$ cat src/rtl/mac_pkg.sv
// mac_pkg: shared definitions for the mac_col_pipe dot-product column.
//   inst_t  : 2-bit column command (idle / load / execute / re-arm key)
//   clog2   : constant ceil(log2) used to size the adder tree and counters
//   sext    : sign-extends the low w bits of a value to SEXT_W bits
package mac_pkg;

  typedef enum logic [1:0] {
    INST_IDLE  = 2'b00,
    INST_LOAD  = 2'b01,
    INST_EXEC  = 2'b10,
    INST_REARM = 2'b11
  } inst_t;

  localparam int SEXT_W = 64;

  function automatic int clog2(input int value);
    int res;
    int rem;
    res = 0;
    rem = value - 1;
    while (rem > 0) begin
      res = res + 1;
      rem = rem >> 1;
    end
    return res;
  endfunction

  // Shift the field up to the top bit, then arithmetic-shift it back down.
  function automatic logic [SEXT_W-1:0] sext(input logic [SEXT_W-1:0] v,
                                             input int unsigned       w);
    logic signed [SEXT_W-1:0] t;
    t = $signed(v << (SEXT_W - w));
    return t >>> (SEXT_W - w);
  endfunction

endpackage

$ cat src/rtl/mac_col_pipe_add_tree.sv
// add_tree_pipe: fully registered binary adder tree.
//   Parameters: N (number of inputs, power of two >= 2), IN_W (input width).
//   clk, rst_n : clock and asynchronous active-low reset
//   in_flat    : N signed inputs, element k at [k*IN_W +: IN_W]
//   sum        : signed sum, IN_W+clog2(N) bits, clog2(N) cycles after in_flat
// Level j adds pairs from level j-1, each operand sign-extended by one bit,
// so level j is IN_W+j bits wide and can never overflow.
module add_tree_pipe
  import mac_pkg::*;
#(
  parameter  int N     = 8,
  parameter  int IN_W  = 8,
  localparam int LVLS  = clog2(N),
  localparam int OUT_W = IN_W + LVLS
) (
  input  logic              clk,
  input  logic              rst_n,
  input  logic [N*IN_W-1:0] in_flat,
  output logic [OUT_W-1:0]  sum
);

  for (genvar j = 1; j <= LVLS; j++) begin : g_lvl
    localparam int CNT = N >> j;
    localparam int W   = IN_W + j;

    logic [2*CNT*(W-1)-1:0] prev;
    logic [CNT*W-1:0]       sum_d;
    logic [CNT*W-1:0]       sum_q;

    if (j == 1) begin : g_first
      assign prev = in_flat;
    end else begin : g_next
      assign prev = g_lvl[j-1].sum_q;
    end

    always_comb begin
      sum_d = '0;
      for (int k = 0; k < CNT; k++) begin
        sum_d[k*W +: W] =
          {prev[2*k*(W-1) + W-2],     prev[2*k*(W-1) +: W-1]} +
          {prev[(2*k+1)*(W-1) + W-2], prev[(2*k+1)*(W-1) +: W-1]};
      end
    end

    always_ff @(posedge clk or negedge rst_n) begin
      if (!rst_n) sum_q <= '0;
      else        sum_q <= sum_d;
    end
  end

  assign sum = g_lvl[LVLS].sum_q;

endmodule

$ cat src/rtl/mac_col_pipe.sv
// mac_col_pipe: one column of a systolic dot-product array.
// Holds a key vector and computes signed query.key over PR lanes per execute.
//   clk       : clock, rising edge
//   reset     : asynchronous active-low reset
//   i_inst    : command (00 idle, 01 load, 10 execute, 11 re-arm key)
//   q_in      : query/key vector, lane k at [k*BW +: BW], one cycle after i_inst
//   q_out     : registered query, forwarded to the next column
//   o_inst    : i_inst delayed one cycle, forwarded to the next column
//   out       : signed dot product, BW_PSUM bits
//   out_valid : out carries an execute result (no back-pressure: a result is
//               presented for exactly one cycle and the consumer must take it)
//   key_valid : a key has been captured since reset / the last re-arm
// Optional build macro MAC_COL_PIPE_SAT_EN adds an output register stage that
// clamps the result to the signed OUT_BW range (one extra cycle of latency).
module mac_col_pipe
  import mac_pkg::*;
#(
  parameter  int BW      = 4,
  parameter  int PR      = 8,
  parameter  int NUM_COL = 8,
  parameter  int COL_ID  = 0,
  parameter  int OUT_BW  = 2 * BW + clog2(PR),
  localparam int LOG2_PR = clog2(PR),
  localparam int BW_PSUM = 2 * BW + LOG2_PR
) (
  input  logic               clk,
  input  logic               reset,
  input  logic [1:0]         i_inst,
  input  logic [PR*BW-1:0]   q_in,
  output logic [PR*BW-1:0]   q_out,
  output logic [1:0]         o_inst,
  output logic [BW_PSUM-1:0] out,
  output logic               out_valid,
  output logic               key_valid
);

  localparam int PW    = 2 * BW;
  localparam int CNT_W = clog2(NUM_COL + 2);
  // Columns further down the array see the key stream earlier relative to
  // their own loads, so they capture after fewer load beats.
  localparam logic [CNT_W-1:0] CAP_CNT = CNT_W'(NUM_COL + 1 - COL_ID);

  inst_t               inst_d, inst_q;
  logic [PR*BW-1:0]    query_d, query_q;
  logic [PR*BW-1:0]    key_d, key_q;
  logic [CNT_W-1:0]    cnt_d, cnt_q;
  logic                load_ready_d, load_ready_q;
  logic                key_valid_d, key_valid_q;
  logic                exec_d, exec_q;
  logic [PR*PW-1:0]    prod_d, prod_q;
  logic                prod_v_q;
  logic [LOG2_PR-1:0]  tree_v_d, tree_v_q;
  logic [BW_PSUM-1:0]  tree_sum;
  logic [PW-1:0]       qa, kb;

  // Command decode: the instruction registered last cycle qualifies q_in now.
  always_comb begin
    inst_d       = inst_t'(i_inst);
    query_d      = query_q;
    key_d        = key_q;
    cnt_d        = cnt_q;
    load_ready_d = load_ready_q;
    key_valid_d  = key_valid_q;
    exec_d       = 1'b0;
    case (inst_q)
      INST_LOAD: begin
        query_d = q_in;
        if (load_ready_q) begin
          if (cnt_q == CAP_CNT) begin
            key_d        = q_in;
            cnt_d        = '0;
            load_ready_d = 1'b0;
            key_valid_d  = 1'b1;
          end else begin
            cnt_d = cnt_q + 1'b1;
          end
        end
      end
      INST_EXEC: begin
        query_d = q_in;
        exec_d  = 1'b1;
      end
      INST_REARM: begin
        load_ready_d = 1'b1;
        cnt_d        = '0;
        key_valid_d  = 1'b0;
      end
      default: ;
    endcase
  end

  // Lane products: operands sign-extended to 2*BW, low 2*BW bits are exact.
  always_comb begin
    prod_d = '0;
    qa     = '0;
    kb     = '0;
    for (int k = 0; k < PR; k++) begin
      qa = {{BW{query_q[k*BW + BW-1]}}, query_q[k*BW +: BW]};
      kb = {{BW{key_q[k*BW + BW-1]}},   key_q[k*BW +: BW]};
      prod_d[k*PW +: PW] = qa * kb;
    end
  end

  // Beat tag follows the data one register per tree level.
  always_comb begin
    tree_v_d    = '0;
    tree_v_d[0] = prod_v_q;
    for (int i = 1; i < LOG2_PR; i++) tree_v_d[i] = tree_v_q[i-1];
  end

  always_ff @(posedge clk or negedge reset) begin
    if (!reset) begin
      inst_q       <= INST_IDLE;
      query_q      <= '0;
      key_q        <= '0;
      cnt_q        <= '0;
      load_ready_q <= 1'b1;
      key_valid_q  <= 1'b0;
      exec_q       <= 1'b0;
      prod_q       <= '0;
      prod_v_q     <= 1'b0;
      tree_v_q     <= '0;
    end else begin
      inst_q       <= inst_d;
      query_q      <= query_d;
      key_q        <= key_d;
      cnt_q        <= cnt_d;
      load_ready_q <= load_ready_d;
      key_valid_q  <= key_valid_d;
      exec_q       <= exec_d;
      prod_q       <= prod_d;
      prod_v_q     <= exec_q;
      tree_v_q     <= tree_v_d;
    end
  end

  add_tree_pipe #(
    .N    (PR),
    .IN_W (PW)
  ) u_tree (
    .clk     (clk),
    .rst_n   (reset),
    .in_flat (prod_q),
    .sum     (tree_sum)
  );

`ifdef MAC_COL_PIPE_SAT_EN
  localparam logic signed [BW_PSUM-1:0] SAT_MAX =
    BW_PSUM'(sext(SEXT_W'((64'd1 << (OUT_BW-1)) - 64'd1), OUT_BW));
  localparam logic signed [BW_PSUM-1:0] SAT_MIN =
    BW_PSUM'(sext(SEXT_W'(64'd1 << (OUT_BW-1)), OUT_BW));

  logic [BW_PSUM-1:0] sat_d, sat_q;
  logic               sat_v_q;

  always_comb begin
    sat_d = tree_sum;
    if ($signed(tree_sum) > SAT_MAX)      sat_d = SAT_MAX;
    else if ($signed(tree_sum) < SAT_MIN) sat_d = SAT_MIN;
  end

  always_ff @(posedge clk or negedge reset) begin
    if (!reset) begin
      sat_q   <= '0;
      sat_v_q <= 1'b0;
    end else begin
      sat_q   <= sat_d;
      sat_v_q <= tree_v_q[LOG2_PR-1];
    end
  end

  assign out       = sat_q;
  assign out_valid = sat_v_q;
`else
  assign out       = tree_sum;
  assign out_valid = tree_v_q[LOG2_PR-1];
`endif

  assign q_out     = query_q;
  assign o_inst    = inst_q;
  assign key_valid = key_valid_q;

endmodule

$ cat config.mk
export PLATFORM = sky130hd
export DESIGN_NAME = mac_col_pipe
export DESIGN_NICKNAME = d
export VERILOG_FILES = /design/src/rtl/mac_pkg.sv /design/src/rtl/mac_col_pipe_add_tree.sv /design/src/rtl/mac_col_pipe.sv
export SDC_FILE = /design/constraint.sdc
export NUM_CORES = 1
export LEC_CHECK = 0
export ABC_AREA = 1
export BUFFER_PORTS_ARGS = -buffer_cell sky130_fd_sc_hd__buf_4
export CAP_MARGIN = 5
export CORE_ASPECT_RATIO = 1.75
export CORE_MARGIN = 4
export CORE_UTILIZATION = 35
export CTS_BUF_LIST = sky130_fd_sc_hd__clkbuf_4 sky130_fd_sc_hd__clkbuf_8 sky130_fd_sc_hd__clkbuf_16
export DETAILED_ROUTE_END_ITERATION = 7
export HOLD_SLACK_MARGIN = 0.15
export PLACE_DENSITY = 0.47
export SKIP_LAST_GASP = 1
export SYNTH_ARGS = -nofsm -noshare
export SYNTH_HDL_FRONTEND = slang
export SYNTH_SLANG_ARGS = --single-unit
export TNS_END_PERCENT = 5
$ cat constraint.sdc
create_clock -name clk -period 4 [get_ports clk]
set_input_delay 0.4 -clock clk [delete_from_list [all_inputs] [get_ports clk]]
set_output_delay 0.4 -clock clk [all_outputs]
set_load 0.02 [all_outputs]
==> results_dict.tcl, run 1 <==
set metrics [dict create \
    finalSetupViolations 0 \
    cp-end-kind "register" \
    p_sw_w 0.00592 \
    numPortBuffers 82 \
    leakagePower_nw 8.94 \
    tns_ns 0 \
    gr-total-overflow 0 \
    postCtsSetupRepairBufs 0 \
    crit_path_max_fanout 4 \
    wl_mm 28.5 \
    clk_pin_slew_worst_paths_ns 0.06 \
    core-area_mm2 0.0386 \
    drive_gt1_frac 0.0960 \
    die_h_um 270 \
    synthCells 1539 \
    drt_iter0_markers 248 \
    final_hold_viol_count 0 \
    finalPower_w 0.0137 \
    syn_area_mm2 0.0138 \
    crit_type "register to register" \
    area_growth_pct 17.3 \
    cap_viol_max_count 0 \
    drc 0 \
    dpl.hpwl_mm 22.8 \
    post-route-period-util 0.907 \
    antenna_left 0 \
    antenna_found_initial 0 \
    ys_seq_area_frac 0.378 \
    critPathRequiredTime_ns 4.42 \
    fmax_ghz 0.275 \
    htree_levels 1 \
    swShare 0.432 \
    p_per_area_mw_per_mm2 848 \
    status "complete, no violations" \
    avgSynthCellArea_um2 8.94 \
    clock_latency_ns 0.52 \
    grt_use_total 0.142 \
    viasPerCell 4.55 \
    intPower_w 0.00778 \
    rr_worst_depth 16 \
    startpoint_type "register" \
    grt_pass1_vias 10700 \
    ir_drop_uv 388 \
    cts_inserted_buffers 25 \
    ys_ff_latch 208 \
    max_slew.worst_pin.slew_ns 1.10 \
    wl_per_cell_um 13.1 \
    synth_warnings 0 \
    finalNetCount 1946 \
    power_frac_comb 0.582 \
    skew_ns 0.0102 \
    pin_count 83 \
    vias 9885 \
    slew_viol_final 0 \
    p_clk_frac 0.175 \
    cts_tree "yes" \
    hold_path_class "input port to register" \
    n_antenna_cell 0 \
    regArea_mm2 0.00521 \
    setup_ws_ns 0.370 \
    grt_max_degree 94 \
    cts_buffer_depth 3 \
    synth_cell_type_count 26 \
    syn_nets 1815 \
    fp.dieW_um 158 \
    min_path_cells 3 \
    grt_pass1_wl_mm 50.3 \
    start_util 0.356 \
    grt_setup_unrepaired "no" \
    row_count 95 \
    die_area_mm2 0.0427 \
    slew_headroom 0.263 \
    drt_pass1_iterations 4 \
    period_minus_slack_ns 3.63 \
    pwr-share-seq 0.242 \
    multi_input_area_mm2 0.00741 \
    clock-sinks 208 \
    cts_root_buf "clkbuf_16" \
    pre_cts_slack_ns 0.362 \
    crit_arrival_ns 4.04 \
    cts_resized 0 \
    fillCellCount 3794 \
    finalWeightedCongestion 0.802 \
]
stage by stage:
stage	util	area, um^2	cells	hold slack (ns)
4_1_cts	0.418	16100	2173	0.152
2_1_floorplan	-	13800	1539	0.104
3_5_place_dp	0.387	14900	2096	0.343
5_1_grt	0.418	16100	2173	0.165
6_report	0.418	16100	2173	0.179
3_3_place_gp	0.387	14900	2096	0.339
final timing paths:
check | from | slack [ns] | endpoint
hold / removal | q_in[2] | 0.18 | q_out[2]$_DFFE_PN0P_
min in group asynchronous | reset | 0.43 | prod_q[15]$_DFF_PN0_
setup reg to reg | key_q[15]$_DFFE_PN0P_ | 0.37 | prod_q[31]$_DFF_PN0_
setup / recovery | key_q[15]$_DFFE_PN0P_ | 0.37 | prod_q[31]$_DFF_PN0_
max in group asynchronous | reset | 2.52 | key_q[26]$_DFFE_PN0P_
hold reg to reg | prod_v_q$_DFF_PN0_ | 0.35 | tree_v_q[0]$_DFF_PN0_
power groups by stage:
| stage | Sequential, W | Clock, W | Combinational (W) |
|---|---|---|---|
| 2_1_floorplan | 0.00335 | 0 | 0.00612 |
| 3_3_place_gp | 0.00338 | 0 | 0.00799 |
| 3_5_place_dp | 0.00338 | 0 | 0.00811 |
| 4_1_cts | 0.00334 | 0.00250 | 0.00819 |
| 5_1_grt | 0.00340 | 0.00258 | 0.00945 |
| 6_report | 0.00332 | 0.00240 | 0.00798 |
sequential cells by signal, indices dropped and copies added (netlist names):
| name | count |
|---|---|
| u_tree.sum | 11 |
| exec_q | 1 |
| prod_v_q | 1 |
| u_tree.g_lvl.sum_q | 56 |
| prod_q | 64 |
| key_q | 32 |
| o_inst | 2 |
| tree_v_q | 3 |
| key_valid | 1 |
| q_out | 32 |
| cnt_q | 4 |
| load_ready_q | 1 |
cell families (layout without fill, tap and decap cells):
kind of cell / after synthesis / count (layout) / share of synthesized area
adder cells (fa/ha/maj): 240 / 240 / 0.261
flip-flops: 208 / 208 / 0.378
XOR/XNOR: 72 / 72 / 0.0458
buffers and inverters: 296 / 445 / 0.0836
AND/OR/NAND/NOR: 581 / 581 / 0.174
AO/OA/AOI/OAI: 142 / 142 / 0.0572
cell usage after synthesis (all sizes together):
master | instances | area [um^2]
nand3 | 80 | 405
nor2 | 57 | 216
nand4 | 16 | 100
dfrtp | 207 | 5180
dfstp | 1 | 26.3
a31oi | 1 | 6.26
o22ai | 1 | 6.26
o21a | 10 | 75.1
xnor2 | 29 | 254
a21oi | 53 | 265
clkbuf | 7 | 26.3
or2 | 13 | 81.3
buf | 7 | 66.3
nand2 | 407 | 1530
inv | 282 | 1060
ha | 161 | 2010
fa | 79 | 1580
nand3b | 8 | 60.1
o21ai | 77 | 434
xor2 | 43 | 377
routing by layer:
layer,vias to the layer above,track usage,wire length [um]
met5,-,0,0
met1,4650,0.168,11700
met4,0,0.0392,676
met3,40,0.0234,1090
met2,126,0.260,15000
li1,5069,-,-
cell usage in the layout, fill, tap and decap left out, drive strengths merged, types with 10 or more instances in the layout:
master / n
nand2: 407
fa: 79
xnor2: 29
buf: 86
xor2: 43
clkbuf: 32
ha: 161
dfrtp: 207
o21ai: 77
dlygate4sd3: 32
inv: 282
nand3: 80
o21a: 10
or2: 13
nor2: 57
nand4: 16
a21oi: 53
timing repair:
action | 4_1_cts | 5_1_grt
setup endpoints to repair | 0 | 0
endpoints found under the hold margin | 116 | 0
hold buffers | 32 | 0
worst max-delay path, cell delays in order (launching register included):
cell,delay [ns]
dfrtp_1,0.40
inv_1,0.09
or2_2,0.30
fa_1,0.54
inv_1,0.06
fa_1,0.49
fa_1,0.53
ha_1,0.16
inv_1,0.05
fa_1,0.40
nand3b_1,0.19
nand2_1,0.08
nand2_1,0.04
nand2_1,0.06
nand2_1,0.05
inv_1,0.04
nor2_1,0.03
final cells by class:
class	instances	share of cell area
inverter	282	0.0656
timing repair buffer	118	0.0611
clock inverter	13	0.0114
multi-input combinational	1035	0.459
tap	485	0.0376
sequential	208	0.322
clock buffer	32	0.0432
Note: power is estimated with default switching activity, not from simulation.
==> run 2: changes to the inputs <==
==> constraint.sdc (replaced) <==
create_clock -name clk -period 4 [get_ports clk]
set_input_delay 0.8 -clock clk [delete_from_list [all_inputs] [get_ports clk]]
set_output_delay 0.8 -clock clk [all_outputs]
set_load 0.02 [all_outputs]
==> results_dict.tcl, run 2 (synthesis results as in run 1) <==
set metrics [dict create \
    core-area_mm2 0.0386 \
    rrSetupSlack_ns 0.37 \
    status "complete, no violations" \
    drt_pass1_iterations 4 \
    r2r_start "key_q[15]$_DFFE_PN0P_" \
    dpl.hpwl_mm 22.8 \
    place_area_mm2 0.0149 \
    grt_use_total 0.141 \
    largest_reg_flops 64 \
    leakagePower_nw 8.81 \
    fmax_ghz 0.276 \
    skew_ns 0.0101 \
    grt_pass1_wl_mm 49.9 \
    crit_arrival_ns 4.04 \
    crit_start "key_q[15]$_DFFE_PN0P_" \
    n_antenna_cell 0 \
    fin_hold_ws_ns 0.229 \
    cts_buffer_depth 3 \
    final_util 0.410 \
    path_cells "inv_1 > or2_2 > fa_1 > inv_1 > fa_1 > fa_1 > ha_1 > inv_1 > fa_1 > nand3b_1 > nand2_1 > nand2_1 > nand2_1 > nand2_1 > inv_1 > nor2_1" \
    max_stage_delay_ns 0.54 \
    antenna_found_initial 0 \
    die_h_um 270 \
    p_per_area_mw_per_mm2 864 \
    drc 0 \
    hold_path_class "input port to async pin" \
    final_hold_viol_count 0 \
    grt_setup_unrepaired "no" \
    final_common_cell "nand2_1" \
    cts_inserted_buffers 25 \
    clock-sinks 208 \
    cts_root_buf "clkbuf_16" \
    finalSetupViolations 0 \
    row_count 95 \
    reg.largest.list "prod_q: 64 flops, u_tree.g_lvl.sum_q: 56 flops" \
    die_area_mm2 0.0427 \
    vias 9755 \
    numPortBuffers 82 \
    critPathRequiredTime_ns 4.42 \
    largest_register "prod_q" \
    rr_worst_depth 16 \
    wl_mm 28.3 \
    clk_pin_slew_worst_paths_ns 0.06 \
    startpoint_type "register" \
    finalWeightedCongestion 0.802 \
    reg2reg_to "prod_q[31]$_DFF_PN0_" \
    cts_resized 0 \
    gr-total-overflow 0 \
    postLayoutCellArea_mm2 0.0158 \
    tns_ns 0 \
    grt_max_degree 94 \
    cap_viol_max_count 0 \
    crit_path_max_fanout 4 \
    start_util 0.356 \
    area_growth_pct 15.0 \
    fp.dieW_um 158 \
    clock_latency_ns 0.52 \
    cts_tree "yes" \
    wl_per_cell_um 13.2 \
    drive_gt1_frac 0.0978 \
    most-common-layout-cells "nand2_1 (406), inv_1 (282), dfrtp_1 (207), ha_1 (160), buf_4 (84)" \
    slew_headroom 0.268 \
    slew_viol_final 0 \
    postCtsSetupRepairBufs 0 \
    ir_drop_uv 388 \
    post-route-period-util 0.907 \
    grt_pass1_vias 10600 \
    finalNetCount 1914 \
    crit_type "register to register" \
    holdBufCountCts 0 \
    viasPerCell 4.56 \
    period_minus_slack_ns 3.63 \
    pin_count 83 \
    drt_iter0_markers 235 \
    antenna_left 0 \
    slowest_stage "fa_1" \
    cp-end-kind "register" \
    htree_levels 1 \
    max_slew.worst_pin.slew_ns 1.10 \
]
[run 2: cell count changes in the layout (fill, tap and decap cells not counted), sizes merged]
| cell | delta |
|---|---|
| dlygate4sd3 | -32 |
[run 2: report_power, final]
part | leakage (nW) | internal, W | total (W) | switching [W]
registers | 2.38 | 0.00295 | 0.00332 | 0.000373
logic | 6.00 | 0.00332 | 0.00795 | 0.00463
clock network | 0.431 | 0.00149 | 0.00240 | 0.000903
total | 8.81 | 0.00776 | 0.0137 | 0.00591
[run 2: how the worst max path moves through the flow]
stage / cells past startpoint / slack (ns) / end
CTS: 16 / 0.34 / prod_q[31]$_DFF_PN0_
finish: 16 / 0.37 / prod_q[31]$_DFF_PN0_
floorplan: 15 / 0.45 / prod_q[31]$_DFF_PN0_
global placement: 16 / 0.42 / prod_q[39]$_DFF_PN0_
global route: 16 / 0.14 / prod_q[63]$_DFF_PN0_
detailed placement: 16 / 0.36 / prod_q[31]$_DFF_PN0_
[run 2: area by class of cell]
class	count	area (um^2)
inverters	282	1060
fillers	3824	22800
clock buffers	32	697
repair buffers	86	666
multi-input cells	1035	7410
well taps	485	607
flip-flops and latches	208	5210
clock inverters	13	184
[run 2: metrics by stage]
stage / worst slack [ns] / power, W / std cells
after global routing: 0.138 / 0.0154 / 2141
after CTS: 0.340 / 0.0140 / 2141
after detailed placement: 0.362 / 0.0115 / 2096
after floorplan: 0.455 / 0.00947 / 1539
after global placement: 0.423 / 0.0114 / 2096
final: 0.370 / 0.0137 / 2141
[run 2: layer usage]
metal | routed length, um | share of wire | up-vias | global-route usage
met3 | 1090 | 0.038 | 40 | 0.0237
li1 | - | - | 5007 | -
met4 | 676 | 0.024 | 0 | 0.0392
met1 | 11700 | 0.41 | 4585 | 0.167
met5 | 0 | 0 | - | 0
met2 | 14900 | 0.53 | 123 | 0.258
[run 2: worst max-delay path, delay by kind of cell, from the launching register on]
kind | cells | cell delay [ns]
adders and majority gates | 5 | 2.12
and+or+nand+nor | 7 | 0.75
DFF | 1 | 0.40
buffers and inverters | 4 | 0.24
==> run 3: changes to the inputs <==
--- a/config.mk
+++ b/config.mk
@@ -7,11 +7,10 @@
 export LEC_CHECK = 0
 export ABC_AREA = 1
 export BUFFER_PORTS_ARGS = -buffer_cell sky130_fd_sc_hd__buf_4
-export CAP_MARGIN = 5
 export CORE_ASPECT_RATIO = 1.75
 export CORE_MARGIN = 4
 export CORE_UTILIZATION = 35
-export CTS_BUF_LIST = sky130_fd_sc_hd__clkbuf_4 sky130_fd_sc_hd__clkbuf_8 sky130_fd_sc_hd__clkbuf_16
+export CTS_BUF_LIST = sky130_fd_sc_hd__clkbuf_8 sky130_fd_sc_hd__clkbuf_16
 export DETAILED_ROUTE_END_ITERATION = 7
 export HOLD_SLACK_MARGIN = 0.15
 export PLACE_DENSITY = 0.47
==> results_dict.tcl, run 3 (synthesis results as in run 1) <==
set metrics [dict create \
    numPortBuffers 82 \
    most-common-layout-cells "nand2_1 (406), inv_1 (286), dfrtp_1 (207), ha_1 (160), buf_4 (84)" \
    post-route-period-util 0.907 \
    hold_path_class "input port to async pin" \
    largest_reg_flops 64 \
    dp_cells 2096 \
    n_antenna_cell 0 \
    grt_max_degree 94 \
    dpl.hpwl_mm 22.8 \
    drive_gt1_frac 0.0954 \
    drt_iter0_markers 235 \
    start_util 0.356 \
    crit_buf_inv 4 \
    grt_setup_unrepaired "no" \
    drc 0 \
    clock_latency_ns 0.52 \
    reg.largest.list "prod_q: 64 flops, u_tree.g_lvl.sum_q: 56 flops" \
    die_h_um 270 \
    vias 9753 \
    core-area_mm2 0.0386 \
    gr-total-overflow 0 \
    fp.dieW_um 158 \
    pre_cts_slack_ns 0.362 \
    startpoint_type "register" \
    max_stage_delay_ns 0.54 \
    rrSetupSlack_ns 0.37 \
    reg2reg_to "prod_q[31]$_DFF_PN0_" \
    pin_count 83 \
    antenna_left 0 \
    finalWeightedCongestion 0.802 \
    stdcell_count 2141 \
    viasPerCell 4.56 \
    period_minus_slack_ns 3.63 \
    holdBufCountCts 0 \
    grt_pass1_vias 10600 \
    crit_arrival_ns 4.04 \
    cts_tree "yes" \
    leakagePower_nw 8.81 \
    critPathRequiredTime_ns 4.41 \
    setup_ws_ns 0.370 \
    wl_mm 28.3 \
    crit_family "adder cells" \
    tns_ns 0 \
    cts_inserted_buffers 25 \
    drt_pass1_iterations 4 \
    final_hold_viol_count 0 \
    final_common_cell "nand2_1" \
    finalNetCount 1914 \
    path_cells "inv_1 > or2_2 > fa_1 > inv_1 > fa_1 > fa_1 > ha_1 > inv_1 > fa_1 > nand3b_1 > nand2_1 > nand2_1 > nand2_1 > nand2_1 > inv_1 > nor2_1" \
    largest_register "prod_q" \
    cts_buffer_depth 3 \
    slew_viol_final 0 \
    cts_resized 0 \
    rr_worst_depth 16 \
    crit_path_max_fanout 4 \
    postCtsSetupRepairBufs 0 \
    cts_root_buf "clkbuf_16" \
    slowest_stage "fa_1" \
    p_per_area_mw_per_mm2 862 \
    die_area_mm2 0.0427 \
    htree_levels 1 \
    crit_type "register to register" \
    wl_per_cell_um 13.2 \
    antenna_found_initial 0 \
    clock-sinks 208 \
    skew_ns 0.0109 \
    ir_drop_uv 386 \
    cap_viol_max_count 0 \
    r2r_start "key_q[15]$_DFFE_PN0P_" \
    row_count 95 \
    fillCellCount 3824 \
    area_growth_pct 14.9 \
    status "complete, no violations" \
    grt_pass1_wl_mm 49.9 \
    max_slew.worst_pin.slew_ns 1.10 \
    grt_use_total 0.141 \
    cp-end-kind "register" \
    finalSetupViolations 0 \
    slew_headroom 0.268 \
    fmax_ghz 0.276 \
    clk_pin_slew_worst_paths_ns 0.06 \
]
run 3: cell types whose count changed in the layout (fill, tap and decap cells not counted), sizes merged:
cell	before	now
clkbuf	32	28
inv	282	286
run 3: layout make-up:
class                           count  area [um^2]  area share
Tap cell                          485          607      0.0384
Sequential cell                   208         5210       0.329
Timing Repair Buffer               86          666      0.0421
Inverter                          282         1060      0.0669
Clock buffer                       28          667      0.0422
Clock inverter                     17          199      0.0126
Multi-Input combinational cell   1035         7410       0.469
run 3: layer usage:
metal / up-vias / GRT usage / wire length (um)
met5: - / 0 / 0
met4: 0 / 0.0392 / 676
met3: 40 / 0.0237 / 1090
met2: 123 / 0.258 / 14900
met1: 4585 / 0.167 / 11700
li1: 5005 / - / -
run 3: worst max path at each step:
stage / start / to / slack, ns / cells past startpoint
4_1_cts: key_q[15]$_DFFE_PN0P_ / prod_q[31]$_DFF_PN0_ / 0.34 / 16
5_1_grt: key_q[31]$_DFFE_PN0P_ / prod_q[63]$_DFF_PN0_ / 0.14 / 16
3_5_place_dp: key_q[15]$_DFFE_PN0P_ / prod_q[31]$_DFF_PN0_ / 0.36 / 16
2_1_floorplan: q_out[12]$_DFFE_PN0P_ / prod_q[31]$_DFF_PN0_ / 0.45 / 15
6_report: key_q[15]$_DFFE_PN0P_ / prod_q[31]$_DFF_PN0_ / 0.37 / 16
3_3_place_gp: key_q[19]$_DFFE_PN0P_ / prod_q[39]$_DFF_PN0_ / 0.42 / 16
run 3: metrics by stage:
| stage | cell area [um^2] | power, W | hold slack, ns | utilization |
|---|---|---|---|---|
| 2_1_floorplan | 13800 | 0.00947 | 0.331 | - |
| 3_3_place_gp | 14900 | 0.0114 | 0.339 | 0.387 |
| 3_5_place_dp | 14900 | 0.0115 | 0.343 | 0.387 |
| 4_1_cts | 15800 | 0.0140 | 0.246 | 0.409 |
| 5_1_grt | 15800 | 0.0154 | 0.256 | 0.409 |
| 6_report | 15800 | 0.0136 | 0.229 | 0.409 |
run 3: report_power, final:
part | internal (W) | switching (W)
combinational | 0.00332 | 0.00463
clock | 0.00145 | 0.000904
sequential | 0.00295 | 0.000373
total | 0.00772 | 0.00591
